`src/rtl/goldminer_pkg.sv`:
```
// Shared types and constants for the double SHA-256 nonce scheduler:
// FSM states, host register map, padding words and the hash compare helper.
package goldminer_pkg;

  typedef enum logic [2:0] {
    ST_IDLE,
    ST_CRST,
    ST_LOAD,
    ST_FIRE,
    ST_ARM,
    ST_WAIT,
    ST_CHECK,
    ST_NEXT
  } state_t;

  localparam logic [5:0] ADDR_HEADER_LAST = 6'h12;
  localparam logic [5:0] ADDR_NONCE_START = 6'h13;
  localparam logic [5:0] ADDR_NONCE_END   = 6'h14;
  localparam logic [5:0] ADDR_CTRL        = 6'h20;
  localparam logic [5:0] ADDR_STATUS      = 6'h21;
  localparam logic [5:0] ADDR_FOUND_NONCE = 6'h22;
  localparam logic [5:0] ADDR_NONCE       = 6'h23;

  localparam logic [31:0] PAD_WORD   = 32'h8000_0000;
  localparam logic [31:0] LEN_HEADER = 32'h0000_0280;
  localparam logic [31:0] LEN_DIGEST = 32'h0000_0100;

  function automatic logic [31:0] bswap32(input logic [31:0] x);
    return {x[7:0], x[15:8], x[23:16], x[31:24]};
  endfunction

  // Byte-swapped mode reverses the whole digest so it reads as the usual
  // big-number hash: bswap(h7) lands in the most significant word.
  function automatic logic [255:0] hash_value(input logic [255:0] digest,
                                              input logic        bswap_en);
    logic [255:0] v;
    v = digest;
    if (bswap_en) begin
      for (int i = 0; i < 8; i++) begin
        v[32*i +: 32] = bswap32(digest[255-32*i -: 32]);
      end
    end
    return v;
  endfunction

endpackage

```
`src/rtl/sha256_block_mux.sv`:
```
// Selects the 32-bit message word fed to the SHA-256 core for the current
// pass (header block, header tail + nonce, or first-hash digest) and word index.
module sha256_block_mux
  import goldminer_pkg::*;
#(
  parameter bit NONCE_BSWAP = 1'b1
) (
  input  logic [1:0]        pass,
  input  logic [3:0]        word_idx,
  input  logic [18:0][31:0] header,
  input  logic [31:0]       nonce,
  input  logic [255:0]      digest,
  output logic [31:0]       wdata
);

  logic [31:0] nonce_word;
  logic [2:0]  digest_sel;

  assign nonce_word = NONCE_BSWAP ? bswap32(nonce) : nonce;
  assign digest_sel = 3'd7 - word_idx[2:0];

  always_comb begin
    wdata = '0;
    case (pass)
      2'd0: wdata = header[{1'b0, word_idx}];
      2'd1: begin
        case (word_idx)
          4'd0:    wdata = header[16];
          4'd1:    wdata = header[17];
          4'd2:    wdata = header[18];
          4'd3:    wdata = nonce_word;
          4'd4:    wdata = PAD_WORD;
          4'd15:   wdata = LEN_HEADER;
          default: wdata = '0;
        endcase
      end
      2'd2: begin
        if (word_idx < 4'd8) begin
          wdata = digest[{digest_sel, 5'd0} +: 32];
        end else if (word_idx == 4'd8) begin
          wdata = PAD_WORD;
        end else if (word_idx == 4'd15) begin
          wdata = LEN_DIGEST;
        end
      end
      default: wdata = '0;
    endcase
  end

endmodule

```
`src/rtl/sha256d_nonce_scheduler.sv`:
```
// Host-programmed nonce sweep: drives an external SHA-256 core through a
// double hash of an 80-byte header per nonce and compares against a target.
module sha256d_nonce_scheduler
  import goldminer_pkg::*;
#(
  parameter bit NONCE_BSWAP = 1'b1,
  parameter bit HASH_BSWAP  = 1'b1
) (
  input  logic         clk,
  input  logic         reset,
  input  logic         chipselect,
  input  logic         write,
  input  logic         read,
  input  logic [5:0]   address,
  input  logic [31:0]  writedata,
  output logic [31:0]  readdata,
  output logic         core_rst,
  output logic         core_cs,
  output logic         core_write,
  output logic [3:0]   core_addr,
  output logic [31:0]  core_wdata,
  output logic         core_go,
  input  logic         core_done,
  input  logic [255:0] core_digest,
  output logic         busy,
  output logic         found
);

  state_t state, state_next;

  logic [18:0][31:0] header;
  logic [31:0]       nonce_start;
  logic [31:0]       nonce_end;
  logic [31:0]       nonce;
  logic [31:0]       found_nonce;
  logic [255:0]      target;
  logic [255:0]      digest_q;
  logic [1:0]        pass;
  logic [3:0]        word_idx;
  logic              exhausted;
  logic              rst_pulse;
  logic [31:0]       rd_mux;
  logic [2:0]        target_sel;

  logic host_wr;
  logic cfg_wr;
  logic stop_cmd;
  logic start_cmd;
  logic hit;

  assign host_wr    = chipselect & write;
  assign cfg_wr     = host_wr & (state == ST_IDLE);
  assign stop_cmd   = host_wr & (address == ADDR_CTRL) & writedata[1];
  assign start_cmd  = host_wr & (address == ADDR_CTRL) & writedata[0] &
                      ~writedata[1] & (state == ST_IDLE);
  assign hit        = hash_value(digest_q, HASH_BSWAP) <= target;
  assign target_sel = 3'd7 - address[2:0];

  sha256_block_mux #(
    .NONCE_BSWAP(NONCE_BSWAP)
  ) u_block_mux (
    .pass     (pass),
    .word_idx (word_idx),
    .header   (header),
    .nonce    (nonce),
    .digest   (digest_q),
    .wdata    (core_wdata)
  );

  always_ff @(posedge clk) begin
    if (!reset) begin
      state <= ST_IDLE;
    end else begin
      state <= state_next;
    end
  end

  // Pass 1 chains from pass 0 without a core reset; pass 2 starts a fresh hash.
  always_comb begin
    state_next = state;
    if (stop_cmd) begin
      state_next = ST_IDLE;
    end else begin
      case (state)
        ST_IDLE:  if (start_cmd) state_next = ST_CRST;
        ST_CRST:  state_next = ST_LOAD;
        ST_LOAD:  if (word_idx == 4'd15) state_next = ST_FIRE;
        ST_FIRE:  state_next = ST_ARM;
        ST_ARM:   state_next = ST_WAIT;
        ST_WAIT: begin
          if (core_done) begin
            case (pass)
              2'd0:    state_next = ST_LOAD;
              2'd1:    state_next = ST_CRST;
              default: state_next = ST_CHECK;
            endcase
          end
        end
        ST_CHECK: state_next = hit ? ST_IDLE : ST_NEXT;
        ST_NEXT:  state_next = (nonce == nonce_end) ? ST_IDLE : ST_CRST;
        default:  state_next = ST_IDLE;
      endcase
    end
  end

  // A stop suppresses any datapath update in the same cycle, so found and
  // exhausted keep whatever value they had before the stop.
  always_ff @(posedge clk) begin
    if (!reset) begin
      header      <= '0;
      nonce_start <= '0;
      nonce_end   <= '0;
      target      <= '0;
      nonce       <= '0;
      found_nonce <= '0;
      digest_q    <= '0;
      pass        <= '0;
      word_idx    <= '0;
      found       <= 1'b0;
      exhausted   <= 1'b0;
      rst_pulse   <= 1'b1;
      readdata    <= '0;
    end else begin
      rst_pulse <= stop_cmd;
      word_idx  <= (state == ST_LOAD) ? word_idx + 4'd1 : 4'd0;

      if (cfg_wr) begin
        if (address <= ADDR_HEADER_LAST) begin
          header[address[4:0]] <= writedata;
        end else if (address == ADDR_NONCE_START) begin
          nonce_start <= writedata;
        end else if (address == ADDR_NONCE_END) begin
          nonce_end <= writedata;
        end else if (address[5:3] == 3'b011) begin
          target[{target_sel, 5'd0} +: 32] <= writedata;
        end
      end

      if (!stop_cmd) begin
        case (state)
          ST_IDLE: begin
            if (start_cmd) begin
              nonce     <= nonce_start;
              found     <= 1'b0;
              exhausted <= 1'b0;
              pass      <= 2'd0;
            end
          end
          ST_WAIT: begin
            if (core_done) begin
              if (pass != 2'd0) digest_q <= core_digest;
              if (pass != 2'd2) pass <= pass + 2'd1;
            end
          end
          ST_CHECK: begin
            if (hit) begin
              found       <= 1'b1;
              found_nonce <= nonce;
            end
          end
          ST_NEXT: begin
            if (nonce == nonce_end) begin
              exhausted <= 1'b1;
            end else begin
              nonce <= nonce + 32'd1;
              pass  <= 2'd0;
            end
          end
          default: ;
        endcase
      end

      if (chipselect && read) begin
        readdata <= rd_mux;
      end
    end
  end

  always_comb begin
    rd_mux = '0;
    if (address <= ADDR_HEADER_LAST) begin
      rd_mux = header[address[4:0]];
    end else if (address[5:3] == 3'b011) begin
      rd_mux = target[{target_sel, 5'd0} +: 32];
    end else begin
      case (address)
        ADDR_NONCE_START: rd_mux = nonce_start;
        ADDR_NONCE_END:   rd_mux = nonce_end;
        ADDR_STATUS:      rd_mux = {29'd0, exhausted, found, busy};
        ADDR_FOUND_NONCE: rd_mux = found_nonce;
        ADDR_NONCE:       rd_mux = nonce;
        default:          rd_mux = '0;
      endcase
    end
  end

  // Core reset is held through our own reset and pulsed once after a stop.
  always_comb begin
    core_rst   = rst_pulse | (state == ST_CRST);
    core_cs    = (state == ST_LOAD);
    core_write = (state == ST_LOAD);
    core_addr  = word_idx;
    core_go    = (state == ST_FIRE);
    busy       = (state != ST_IDLE);
  end

endmodule

```
`config.mk`:
```
export PLATFORM = sky130hd
export DESIGN_NAME = sha256d_nonce_scheduler
export DESIGN_NICKNAME = d
export VERILOG_FILES = /design/src/rtl/goldminer_pkg.sv /design/src/rtl/sha256_block_mux.sv /design/src/rtl/sha256d_nonce_scheduler.sv
export SDC_FILE = /design/constraint.sdc
export NUM_CORES = 2
export LEC_CHECK = 0
export BUFFER_PORTS_ARGS = -buffer_cell sky130_fd_sc_hd__buf_2
export CAP_MARGIN = 10
export CORE_MARGIN = 2
export CORE_UTILIZATION = 62
export DETAILED_ROUTE_END_ITERATION = 8
export PLACE_DENSITY = 0.81
export SKIP_CTS_REPAIR_TIMING = 1
export SLEW_MARGIN = 20
export SYNTH_ARGS = -nofsm -noshare
export SYNTH_HDL_FRONTEND = slang
export SYNTH_SLANG_ARGS = --single-unit
```
`constraint.sdc`:
```
create_clock -name clk -period 4.5 [get_ports clk]
set_input_delay 0.9 -clock clk [delete_from_list [all_inputs] [get_ports clk]]
set_output_delay 0.9 -clock clk [all_outputs]
set_load 0.005 [all_outputs]
```
# == Word-level counts from Yosys, hierarchy flattened ==
# Cells that the tools add are included.
# totals
wordCells,152
regBits,1292
inputBits,300
# classes
n_lt_le_gt_ge,6
n_shift,4
eq_ne,31
n_addsub,6
n_mux,36
bitwise_logic,14
reduce_logical,23
# op_table
op,count
$bwmux 608,1
$shiftx 256x9->32,2
$mux 32,9
$bwmux 256,1
$le 256x256->1,1
$shift 32x10->256 const A,1
$shiftx 32x10->256,1
$pmux 32 s6,1
$bmux 32 s5,1
$demux 32 s5,1
$pmux 32 s5,1
$bmux 32 s4,1
$pmux 32 s3,1
$pmux 32 s2,1
$add 32x1->32 const B,1
$eq 32x32->1,1
$eq 6x6->1 const B,4
$pmux 3 s8,1
$reduce_and 4->1,5
$ne 2x2->1 const B,7
$eq 3x3->1 const B,4
$eq 6x5->1 const B,2
$mux 3,4
$neg 8->10,1
37 further kinds,67

# == Longest topological paths before layout ==
# depth
depth_word,7
mapped_depth,17
ltp_nobuf,12

# == By module ==
# A second synthesis with hierarchy kept.
# unflattened
cells_unflattened,8138
hier_area_um2,71213.3
# modules_own_cells
mod,n_inst,area_each_um2,cells_each
sha256d_nonce_scheduler,1,63908.8,7564
sha256_block_mux,1,7304.5,574

# == Least setup slack after synthesis ==
# Ideal clock, no wire load.
# synth_timing
path_kind,register to output
start,reg word_idx[0] (netlist: core_addr[0])
end,out core_wdata[0]
required_ns,3.600
path_stages_with_launch,15
path_slack_ns,0.493
path_buffers,6
t_arrival_ns,3.107
cell_sequence,dfxtp_1 clkbuf_1 buf_2 buf_1 clkbuf_1 inv_1 ha_1 and2_1 clkbuf_1 clkbuf_1 a22o_1 a221oi_1 o22ai_1 a21oi_1 nor2_1
# synth_between
elab_chain_len,4
elab_cells_between_ends,16
cone_classes,1 x add/sub; 1 x order compare; 6 x eq/ne; 1 x shift; 6 x mux; 1 x reduce/logical
# synth_lines
item,line,source
from (decl),sha256d_nonce_scheduler.sv:39,logic [3:0] word_idx;
from (signal assigned),sha256d_nonce_scheduler.sv:125,word_idx <= (state == ST_LOAD) ? word_idx + 4'd1 : 4'd0;
$sub 3x3->3,sha256_block_mux.sv:20,assign digest_sel = 3'd7 - word_idx[2:0];
net u_block_mux.digest_sel[0],sha256_block_mux.sv:17,logic [2:0] digest_sel;
$shiftx 256x9->32,sha256_block_mux.sv:39,"wdata = digest[{digest_sel, 5'd0} +: 32];"
$mux 32,sha256_block_mux.sv:38,if (word_idx < 4'd8) begin
$pmux 32 s3,sha256_block_mux.sv:24,case (pass)
to (decl),sha256d_nonce_scheduler.sv:21,"output logic [31:0] core_wdata,"
# The timed path passes the listed nets, and every way through them passes these cells. The select of a mux whose other input is x is not followed.

# == Worst setup path in the final report ==
# layout_timing
start,reg word_idx[1] (netlist: core_addr[1])
end,out core_wdata[18]
# layout_between
elab_chain_len,4
elab_cells_between_ends,14
cone_classes,1 x add/sub; 1 x order compare; 5 x eq/ne; 1 x shift; 5 x mux; 1 x reduce/logical
# layout_lines
item,line
$sub 3x3->3,sha256_block_mux.sv:20
$shiftx 256x9->32,sha256_block_mux.sv:39
$mux 32,sha256_block_mux.sv:38
$pmux 32 s3 *,sha256_block_mux.sv:24
# Mark *: on every way between the ends. The rest lies on a longest branch, timed or not. The select of a mux whose other input is x is not followed.

==> impl_metrics.yaml <==
synthesis:
  ys_seq_area_frac: 0.382
  synth_area_leaders: "dfxtp_1 38%, mux4_2 15%, nand2_1 14%, a21oi_1 10%, ha_1 5.0%"
  synth-seq-cells: 1292
  yosysWarnings: 0
  synthCells: 8169
  syn_area_mm2: 0.0677
  yosys.cell_types.count: 84
  yosys.area.top_type: "dfxtp_1"
  synth_area_per_cell_um2: 8.29
  synth-edff-count: 0
  synthArstFlopShare: 0
  synth_ff_type: "dfxtp_1"
  synth_top_area_share: 0.382
  syn-num-nets: 8739
final_layout:
  drive_above_1_share: 0.167
  fillers: 7995
  syn_to_final_growth_pct: 12.9
  fin_nets: 8836
power:
  p_per_area_mw_per_mm2: 328
  ir_drop_v: 0.000374
  leakagePower_uw: 0.0262
clock_tree:
  cts_inserted_buffers: 140
  cts_root_buf: "clkbuf_16"
  cts.sink_count: 1292
  h-tree-depth: 4
  clk_latency_ns: 0.79
  cts_buffer_depth: 3
  cts.clk_slew.worst_paths_ns: 0.07
  cts_tree: "yes"
die:
  rows: 121
  die_area_mm2: 0.112
  initial_core_util: 0.624
  core_mm2: 0.109
  die_w_um: 335
  pin_count: 374
  die_height_um: 335
sta:
  hold_slack_ns: 0.346
  setup_slack_ns: -0.0570
  finalCritPeriodShare: 1.01
  finalSetupViolations: 6
  skew_ns: 0.0401
  fin_crit_ns: 4.56
  timing.setup.tns_ns: -0.210
  fmax_mhz: 219
  slew_viol_final: 0
  hold_viol: 0
  maxSlewHeadroom: 0.211
  worst_pin_slew_ns: 1.18
route:
  viasPerCell: 7.09
  vias: 69500
  ant_nets: 0
  drtPass1Iterations: 9
  drc: 41
  finalWirelength_um: 316000
  drt_iter0_markers: 13500
  wl_per_cell_um: 32.2
grt:
  grt_pass1_wl_um: 440000
  grt_overflow_total: 0
  grt_pass1_vias: 64800
  grt_max_degree: 137
  track_usage: 0.544
  antenna_found_initial: 29
place:
  hpwlAfterDp_um: 217000
  io_buffers: 373
  globalplace.congestion: 1.08
setup_path:
  critPathKind: "flop to output pin"
  cp.required_ns: 3.60
  cp.arrival_ns: 3.66
  crit_fanout: 27
  worst_setup_path_end_kind: "output pin"
  startpoint_type: "flop"
run:
  max_cap_violations: 0
run_status:
  status: "finished with violations"
  violations: "design-rule violations, negative setup slack"
min_path:
  hp-class: "input pin to flop"
[through the flow]
stage / total power [uW] / cell area [um^2] / worst slack, ns / utilization / std cells
detailed placement: 13000 / 71400 / 0.499 / 0.658 / 9532
global placement: 13000 / 71400 / 0.605 / 0.658 / 9532
CTS: 24900 / 76200 / -0.0862 / 0.702 / 9784
global route: 25400 / 76400 / -0.00885 / 0.704 / 9791
finish: 25100 / 76400 / -0.0570 / 0.704 / 9801
floorplan: 12400 / 67700 / 0.493 / - / 8169
[cell families after synthesis]
family,after synthesis,share of synthesized area
AND/OR/NAND/NOR,3214,0.191
AO/OA/AOI/OAI,1831,0.151
flip-flops,1292,0.382
buffers and inverters,979,0.0577
multiplexers,548,0.164
adder cells (fa/ha/maj),270,0.0499
XOR/XNOR,35,0.00453
[final timing paths]
path                                           startpoint                      endpoint  slack, ns  depth (start not counted)
worst max-delay path              core_addr[1]$_SDFF_PN0_                core_wdata[18]      -0.06                          8
worst min-delay path                     core_digest[249]    digest_q[249]$_SDFFE_PN0P_       0.35                          3
worst max register to register   target[226]$_SDFFE_PN0P_  found_nonce[25]$_SDFFE_PN0P_       0.36                         13
worst min register to register  readdata[29]$_SDFFE_PN0P_     readdata[29]$_SDFFE_PN0P_       0.45                          2
[sequential cells by signal, summed over array words and instances (netlist names)]
register	cells
nonce_start	32
target	256
found	1
exhausted	1
nonce	32
pass	2
core_addr	4
rst_pulse	1
state	3
readdata	32
nonce_end	32
digest_q	256
header	608
found_nonce	32
[cell type report]
class                           count  area, um^2  share of cell area
Antenna cell                       11        27.5            0.000360
Clock buffer                      206        4130              0.0540
Clock inverter                     46         694             0.00908
Inverter                          276        1040              0.0136
Multi-Input combinational cell   5898       38200               0.499
Sequential cell                  1292       25900               0.338
Tap cell                         1414        1770              0.0231
Timing Repair Buffer              658        4760              0.0623
[metal layers]
layer | up-vias | routed length, um | track usage
li1 | 28400 | - | -
met5 | - | 574 | 0.00912
met4 | 48 | 26900 | 0.334
met2 | 6646 | 120000 | 0.726
met3 | 1871 | 60200 | 0.282
met1 | 32500 | 108000 | 0.689
[Yosys cell counts (all sizes together), types with 7 or more instances]
cell    instances
nor3           32
nand2        2567
nor2          303
buf           106
xnor2          33
o31ai           9
o311ai         30
a31oi           9
a211oi         32
inv           275
o21ai         103
a21oi        1374
a22o           36
o211ai          8
a22oi          24
dfxtp        1292
nor4           16
and3           22
a221o          30
clkbuf        592
ha            270
a21o           12
nand3          77
nor2b           7
mux2i         100
a221oi         72
mux4          447
nand4          72
nand2b         72
o22ai          61
and2           18
[report_power, final]
| part | switching [uW] | leakage (uW) | internal [uW] | total (uW) |
|---|---|---|---|---|
| clock | 5240 | 0.00236 | 7000 | 12200 |
| combinational | 1020 | 0.0134 | 366 | 1390 |
| sequential | 16.6 | 0.0104 | 11500 | 11500 |
[cells in the final DEF (no fill, tap or decap), types with 10 or more instances in the layout]
| cell | count |
|---|---|
| a21o_1 | 12 |
| and2_1 | 15 |
| a221oi_1 | 71 |
| buf_12 | 48 |
| mux4_2 | 447 |
| mux2i_1 | 100 |
| clkbuf_16 | 145 |
| ha_1 | 270 |
| clkinv_2 | 21 |
| nand4_1 | 69 |
| a22oi_1 | 24 |
| clkbuf_1 | 32 |
| and3_1 | 22 |
| a211oi_1 | 29 |
| nand3_1 | 77 |
| xnor2_1 | 33 |
| nor2_4 | 14 |
| o21ai_1 | 36 |
| diode_2 | 11 |
| nor3_1 | 28 |
| nor2_1 | 281 |
| buf_2 | 370 |
| inv_1 | 272 |
| buf_4 | 229 |
| bufinv_16 | 10 |
| a221o_1 | 30 |
| o22ai_1 | 61 |
| nor4_1 | 11 |
| a22o_1 | 36 |
| clkbuf_8 | 31 |
| dfxtp_1 | 1288 |
| a21oi_1 | 1364 |
| o21ai_0 | 67 |
| nand2_1 | 2567 |
| o311ai_1 | 29 |
| nand2b_1 | 72 |
[worst max-delay path, stage by stage, from the launching register on]
cell and delay (ns):
dfxtp_4 0.40, buf_12 0.23, buf_16 0.26, buf_8 0.23
mux4_2 0.34, mux4_2 0.58, a21oi_1 0.53, nor2_1 0.10
buf_2 0.15
(Power assumes the default switching activity.)
